$ cat config.mk
export PLATFORM = sky130hd
export DESIGN_NAME = usr_shift_ctrl
export DESIGN_NICKNAME = d
export VERILOG_FILES = /design/src/rtl/usr_pkg.sv /design/src/rtl/usr_core.sv /design/src/rtl/usr_shift_ctrl.sv
export SDC_FILE = /design/constraint.sdc
export NUM_CORES = 1
export LEC_CHECK = 0
export BUFFER_PORTS_ARGS = -buffer_cell sky130_fd_sc_hd__clkbuf_2
export CORE_ASPECT_RATIO = 1.1
export CORE_MARGIN = 2
export CORE_UTILIZATION = 42
export DETAILED_ROUTE_END_ITERATION = 7
export PLACE_DENSITY = 0.65
export SYNTH_ARGS = -nofsm -noshare
export SYNTH_HDL_FRONTEND = slang
export SYNTH_HIERARCHICAL = 1
export SYNTH_SLANG_ARGS = --single-unit
$ cat constraint.sdc
create_clock -name clk -period 1.7 [get_ports clk]
set_input_delay 0.34 -clock clk [delete_from_list [all_inputs] [get_ports clk]]
set_output_delay 0.34 -clock clk [all_outputs]
set_load 0.05 [all_outputs]
$ cat src/rtl/usr_pkg.sv
// Shared encodings for the universal shift register sequencer.
package usr_pkg;

  typedef enum logic [1:0] {
    OP_LOAD = 2'b00,
    OP_SHR  = 2'b01,
    OP_SHL  = 2'b10,
    OP_ROTR = 2'b11
  } op_e;

  typedef enum logic [1:0] {
    MODE_HOLD  = 2'b00,
    MODE_RIGHT = 2'b01,
    MODE_LEFT  = 2'b10,
    MODE_LOAD  = 2'b11
  } mode_e;

  typedef enum logic [1:0] {
    ST_IDLE  = 2'b00,
    ST_LOAD  = 2'b01,
    ST_SHIFT = 2'b10,
    ST_DONE  = 2'b11
  } state_e;

endpackage

$ cat src/rtl/usr_core.sv
// WIDTH-bit universal shift register: hold, shift right, shift left, parallel load.
module usr_core
  import usr_pkg::*;
#(
  parameter int unsigned WIDTH = 4
) (
  input  logic             clk,
  input  logic             rst,
  input  logic [1:0]       mode_s,
  input  logic [WIDTH-1:0] din,
  input  logic             ser_right,
  input  logic             ser_left,
  output logic [WIDTH-1:0] q
);

  always_ff @(posedge clk or negedge rst) begin
    if (!rst) begin
      q <= '0;
    end else begin
      case (mode_s)
        MODE_RIGHT: q <= {ser_right, q[WIDTH-1:1]};
        MODE_LEFT:  q <= {q[WIDTH-2:0], ser_left};
        MODE_LOAD:  q <= din;
        default:    q <= q;
      endcase
    end
  end

endmodule

$ cat src/rtl/usr_shift_ctrl.sv
// Command sequencer driving the universal shift register mode select for an exact cycle count.
module usr_shift_ctrl
  import usr_pkg::*;
#(
  parameter int unsigned WIDTH = 4,
  parameter int unsigned CNT_W = 3
) (
  input  logic             clk,
  input  logic             rst,
  input  logic             cmd_valid,
  output logic             cmd_ready,
  input  logic [1:0]       cmd_op,
  input  logic [CNT_W-1:0] cmd_cnt,
  input  logic [WIDTH-1:0] din,
  input  logic             ser_in,
  output logic [WIDTH-1:0] q,
  output logic             ser_out,
  output logic [1:0]       mode_s,
  output logic             busy,
  output logic             done
);

  state_e           state;
  op_e              op_r;
  mode_e            mode_r;
  logic [WIDTH-1:0] din_r;
  logic [CNT_W-1:0] cnt_r;
  logic             busy_r;
  logic             done_r;
  logic             ready_r;
  logic             ser_right;

  // Outputs are updated together with the state they belong to.
  always_ff @(posedge clk or negedge rst) begin
    if (!rst) begin
      state   <= ST_IDLE;
      op_r    <= OP_LOAD;
      mode_r  <= MODE_HOLD;
      din_r   <= '0;
      cnt_r   <= '0;
      busy_r  <= 1'b0;
      done_r  <= 1'b0;
      ready_r <= 1'b1;
    end else begin
      case (state)
        ST_IDLE: begin
          if (cmd_valid) begin
            op_r    <= op_e'(cmd_op);
            din_r   <= din;
            cnt_r   <= cmd_cnt;
            busy_r  <= 1'b1;
            ready_r <= 1'b0;
            if (op_e'(cmd_op) == OP_LOAD) begin
              state  <= ST_LOAD;
              mode_r <= MODE_LOAD;
            end else if (cmd_cnt != CNT_W'(0)) begin
              state  <= ST_SHIFT;
              mode_r <= (op_e'(cmd_op) == OP_SHL) ? MODE_LEFT : MODE_RIGHT;
            end else begin
              state  <= ST_DONE;
              done_r <= 1'b1;
            end
          end
        end
        ST_LOAD: begin
          state  <= ST_DONE;
          mode_r <= MODE_HOLD;
          done_r <= 1'b1;
        end
        ST_SHIFT: begin
          cnt_r <= cnt_r - CNT_W'(1);
          if (cnt_r == CNT_W'(1)) begin
            state  <= ST_DONE;
            mode_r <= MODE_HOLD;
            done_r <= 1'b1;
          end
        end
        ST_DONE: begin
          state   <= ST_IDLE;
          done_r  <= 1'b0;
          busy_r  <= 1'b0;
          ready_r <= 1'b1;
        end
        default: state <= ST_IDLE;
      endcase
    end
  end

  // Rotate feeds the outgoing LSB back into the MSB.
  assign ser_right = (op_r == OP_ROTR) ? q[0] : ser_in;

  usr_core #(
    .WIDTH(WIDTH)
  ) u_core (
    .clk      (clk),
    .rst      (rst),
    .mode_s   (mode_r),
    .din      (din_r),
    .ser_right(ser_right),
    .ser_left (ser_in),
    .q        (q)
  );

  assign ser_out   = (state == ST_SHIFT) ? ((op_r == OP_SHL) ? q[WIDTH-1] : q[0]) : 1'b0;
  assign mode_s    = mode_r;
  assign busy      = busy_r;
  assign done      = done_r;
  assign cmd_ready = ready_r;

endmodule

==> results.txt <==
----------------------------------------------------
[Run status]
  Outcome ... complete, no violations

[Run]
  Max-cap violations ... 0

[Timing]
  Final Max Tran Viols ... 0
  Fin. Hold Viols ... 0
  Transition time at the pin with the least slew margin ... 492 ps
  Highest clock frequency the design can meet ... 601 MHz
  Shortest period the worst path allows ... 1660 ps
  Fin worst setup slack ... 35.7 ps
  Post-route setup TNS ... 0 ps
  Setup repair after global routing missed its margin ... yes
  Fin Clk Skew ... 8.10 ps
  Share of the clock period used by the worst path ... 97.9%
  Setup Viol. Count Final ... 0
  Worst slew margin relative to its limit ... 67.2%

[Clock tree]
  CTS Root Cell ... sky130_fd_sc_hd__clkbuf_4
  Clock tree from TritonCTS ... done
  Maximum level of the CTS H-tree ... 1
  Bufs on Longest Clock Path ... 2
  Clock insertion delay at the later pin of the skew report ... 300 ps
  Clock-pin slew on the worst setup and hold paths ... 120 ps
  Total clock buffers created by CTS ... 3
  Number of sinks handled by clock tree synthesis ... 20

[Synthesis]
  Number of enable-type register cells in the synthesized netlist ... 0
  Gate count of the mapped netlist ... 103
  Count leader, synth ... sky130_fd_sc_hd__dfrtp_1
  Sequential area share after synthesis ... 42.9%
  Ys async rst share ... 100%
  Top cells by area, synth ... sky130_fd_sc_hd__dfrtp_1 41%, sky130_fd_sc_hd__mux4_1 9.0%, sky130_fd_sc_hd__ha_1 6.4%, sky130_fd_sc_hd__mux2_2 5.8%, sky130_fd_sc_hd__o21ai_0 3.9%
  Unique cell type count in the Yosys netlist ... 37
  Cell types with the highest counts after synthesis ... 19 x sky130_fd_sc_hd__dfrtp_1, 9 x sky130_fd_sc_hd__o21ai_0, 7 x sky130_fd_sc_hd__inv_1, 7 x sky130_fd_sc_hd__nor2_1
  Yosys top cell by area ... sky130_fd_sc_hd__dfrtp_1
  Cell area after synthesis ... 0.00117 sq mm
  Area share of the largest cell type after synthesis ... 40.7%
  Synth Area per Inst ... 11.3 sq um
  Top_reg_cell synth ... sky130_fd_sc_hd__dfrtp_1
  Flip-flop and latch count after synthesis ... 20
  Synthesis Warnings ... 6
  Post-synth net total ... 122

[Layout]
  Post-layout nets ... 151
  Area of all placed cells without fillers ... 0.00142 sq mm
  Fraction of layout cells with a size suffix above 1 ... 40.5%
  Sequential Area ... 502 sq um
  Antenna diode count ... 0
  Area growth from synthesis to layout ... 21.7%
  Combined area of the multi-input logic cells ... 637 sq um
  Number of fill cells ... 260
  Util after Layout ... 52.6%

[Setup path]
  Depth of the worst register-to-register path ... 6
  Element type at the critical path end ... output pin
  Cell-by-cell listing of the critical path ... nor2b_4 -> mux2i_2 -> nor2_2 -> buf_8
  Cell with the largest stage delay on the worst path ... sky130_fd_sc_hd__dfrtp_1
  Reg2Reg Capture Point ... mode_s[1]
  Crit Path Max Fanout ... 3
  Last element of the critical path ... ser_out
  Slowest stage delay, CP ... 430 ps
  Required arrival time at the worst endpoint ... 1360 ps
  Launch point of the worst path ... op_r[0]
  Setup crit start kind ... flop
  Startpoint of the lowest-slack register-to-register path ... state[1]
  Reg-to-reg slack, setup ... 120 ps
  Type of the setup path with the least slack ... reg -> out
  Worst endpoint data arrival time ... 1320 ps

[Worst hold path]
  Class of the tightest hold or removal check ... in -> reg
  Worst Hold Depth ... 2

[Placed design]
  Routability-driven placement congestion ratio ... 0.755
  Number of input and output port buffers inserted ... 22
  Half-perimeter wire length of the detailed placement result ... 1790 um
  Pre-CTS worst setup slack ... 136 ps
  Dpl cell area ... 0.00133 sq mm

[Pwr]
  Leak Pwr ... 0.668 nW
  Power, Total ... 3.00 mW
  Maximum vdd drop ... 1.09 mV
  Pwr Density ... 2110 mW/mm^2

[Routing]
  Detailed router's first-iteration violation count ... 5
  Count of antenna-violating nets left after detailed routing ... 0
  DR pass1 iterations ... 4
  Wire per inst ... 14.4 um
  Routed via count ... 896
  Routed wire length ... 2360 um
  Remaining design rule violation count ... 0
  Drt via density ... 5.46

[Global route]
  GRT Total Usage ... 17.1%
  Antenna violations before repair ... 0
  Wire length of the first global-routing pass ... 3840 um
  Pin count of the biggest net entering global routing ... 21
  Sum of overflow across all layers after global routing ... 0
  Via count of the first global-routing pass ... 862

[Floorplan]
  Row count ... 20
  Vertical die dimension ... 59.3 um
  Die Footprint ... 0.00322 sq mm
  Top Ports ... 23
  Core region area ... 0.00270 sq mm
  Horizontal die dimension ... 54.3 um
  Effective utilization at floorplan ... 43.2%

----------------------------------------------------
## critical path: cells and delay by family, from the launching register on
kind / cells / cell delay [ps]
buffers and inverters: 1 / 150
multiplexers: 1 / 250
AND/OR/NAND/NOR: 2 / 200
flip-flops: 1 / 430
## stage by stage
stage	hold WS, ps	instances
after floorplan	44.4	103
after global placement	329	158
after detailed placement	329	158
after CTS	243	164
after global routing	239	164
final	260	164
## timing repair
item / in CTS / in global routing
endpoints found under the hold margin: 19 / 0
gates cloned: 0 / 0
endpoints found under the setup margin: 1 / 1
gates resized for setup: 4 / 4
hold buffers: 1 / 0
buffers inserted: 1 / 0
## flip-flops by register name (all words and copies together) (netlist names)
signal,flops
busy,1
cmd_ready,1
cnt_r,3
din_r,4
done,1
mode_s,2
op_r,2
state,2
u_core/q,4
## area by class of cell
cell class / instances / area share (%)
Sequential cell: 20 / 35.3
Inverter: 8 / 2.11
Timing Repair Buffer: 27 / 11.3
Clock buffer: 3 / 1.58
Clock inverter: 1 / 2.11
Multi-Input combinational cell: 72 / 44.8
Tap cell: 33 / 2.90
## cells in the final DEF (no fill, tap or decap), types with 2 or more instances in the layout
| cell | n |
|---|---|
| sky130_fd_sc_hd__inv_1 | 6 |
| sky130_fd_sc_hd__ha_1 | 5 |
| sky130_fd_sc_hd__o21bai_1 | 2 |
| sky130_fd_sc_hd__mux2_2 | 6 |
| sky130_fd_sc_hd__nand2_1 | 5 |
| sky130_fd_sc_hd__and3_2 | 2 |
| sky130_fd_sc_hd__clkbuf_2 | 21 |
| sky130_fd_sc_hd__nor2_1 | 6 |
| sky130_fd_sc_hd__inv_2 | 2 |
| sky130_fd_sc_hd__nor2_2 | 2 |
| sky130_fd_sc_hd__o21ai_0 | 9 |
| sky130_fd_sc_hd__a221o_1 | 2 |
| sky130_fd_sc_hd__buf_4 | 4 |
| sky130_fd_sc_hd__a211oi_1 | 2 |
| sky130_fd_sc_hd__nor2b_4 | 2 |
| sky130_fd_sc_hd__a21oi_1 | 6 |
| sky130_fd_sc_hd__mux4_1 | 4 |
| sky130_fd_sc_hd__clkbuf_4 | 3 |
| sky130_fd_sc_hd__dfrtp_1 | 19 |
## cell families (layout without fill, tap and decap cells)
kind of cell / count (synthesis) / in the layout / share of synthesized area [%]
adder cells (fa/ha/maj): 6 / 6 / 6.42
AO/OA/AOI/OAI: 28 / 28 / 16.8
multiplexers: 12 / 12 / 16.5
buffers and inverters: 11 / 39 / 3.96
AND/OR/NAND/NOR: 26 / 26 / 13.4
flip-flops: 20 / 20 / 42.9
## how the worst min path moves through the flow
stage,start,endpoint,slack [ps]
detailed placement,rst,op_r[1],330
CTS,din[3],din_r[3],240
global placement,rst,op_r[1],330
floorplan,rst,busy,40
finish,din[2],din_r[2],260
global route,din[1],din_r[1],240
## routing by layer
| layer | global-route usage [%] | part of all wire [%] |
|---|---|---|
| met1 | 20.3 | 44 |
| met2 | 28.9 | 52 |
| met3 | 3.28 | 3.2 |
| met4 | 8.21 | 0.72 |
| met5 | 0 | 0 |
## power by group
part	leakage (nW)	internal [mW]	switching [mW]	total (mW)
sequential	0.238	0.720	0.208	0.928
combinational	0.402	0.699	0.990	1.69
clock	0.0279	0.238	0.148	0.386
total	0.668	1.66	1.35	3.00
Note: power is estimated with default switching activity, not from simulation.
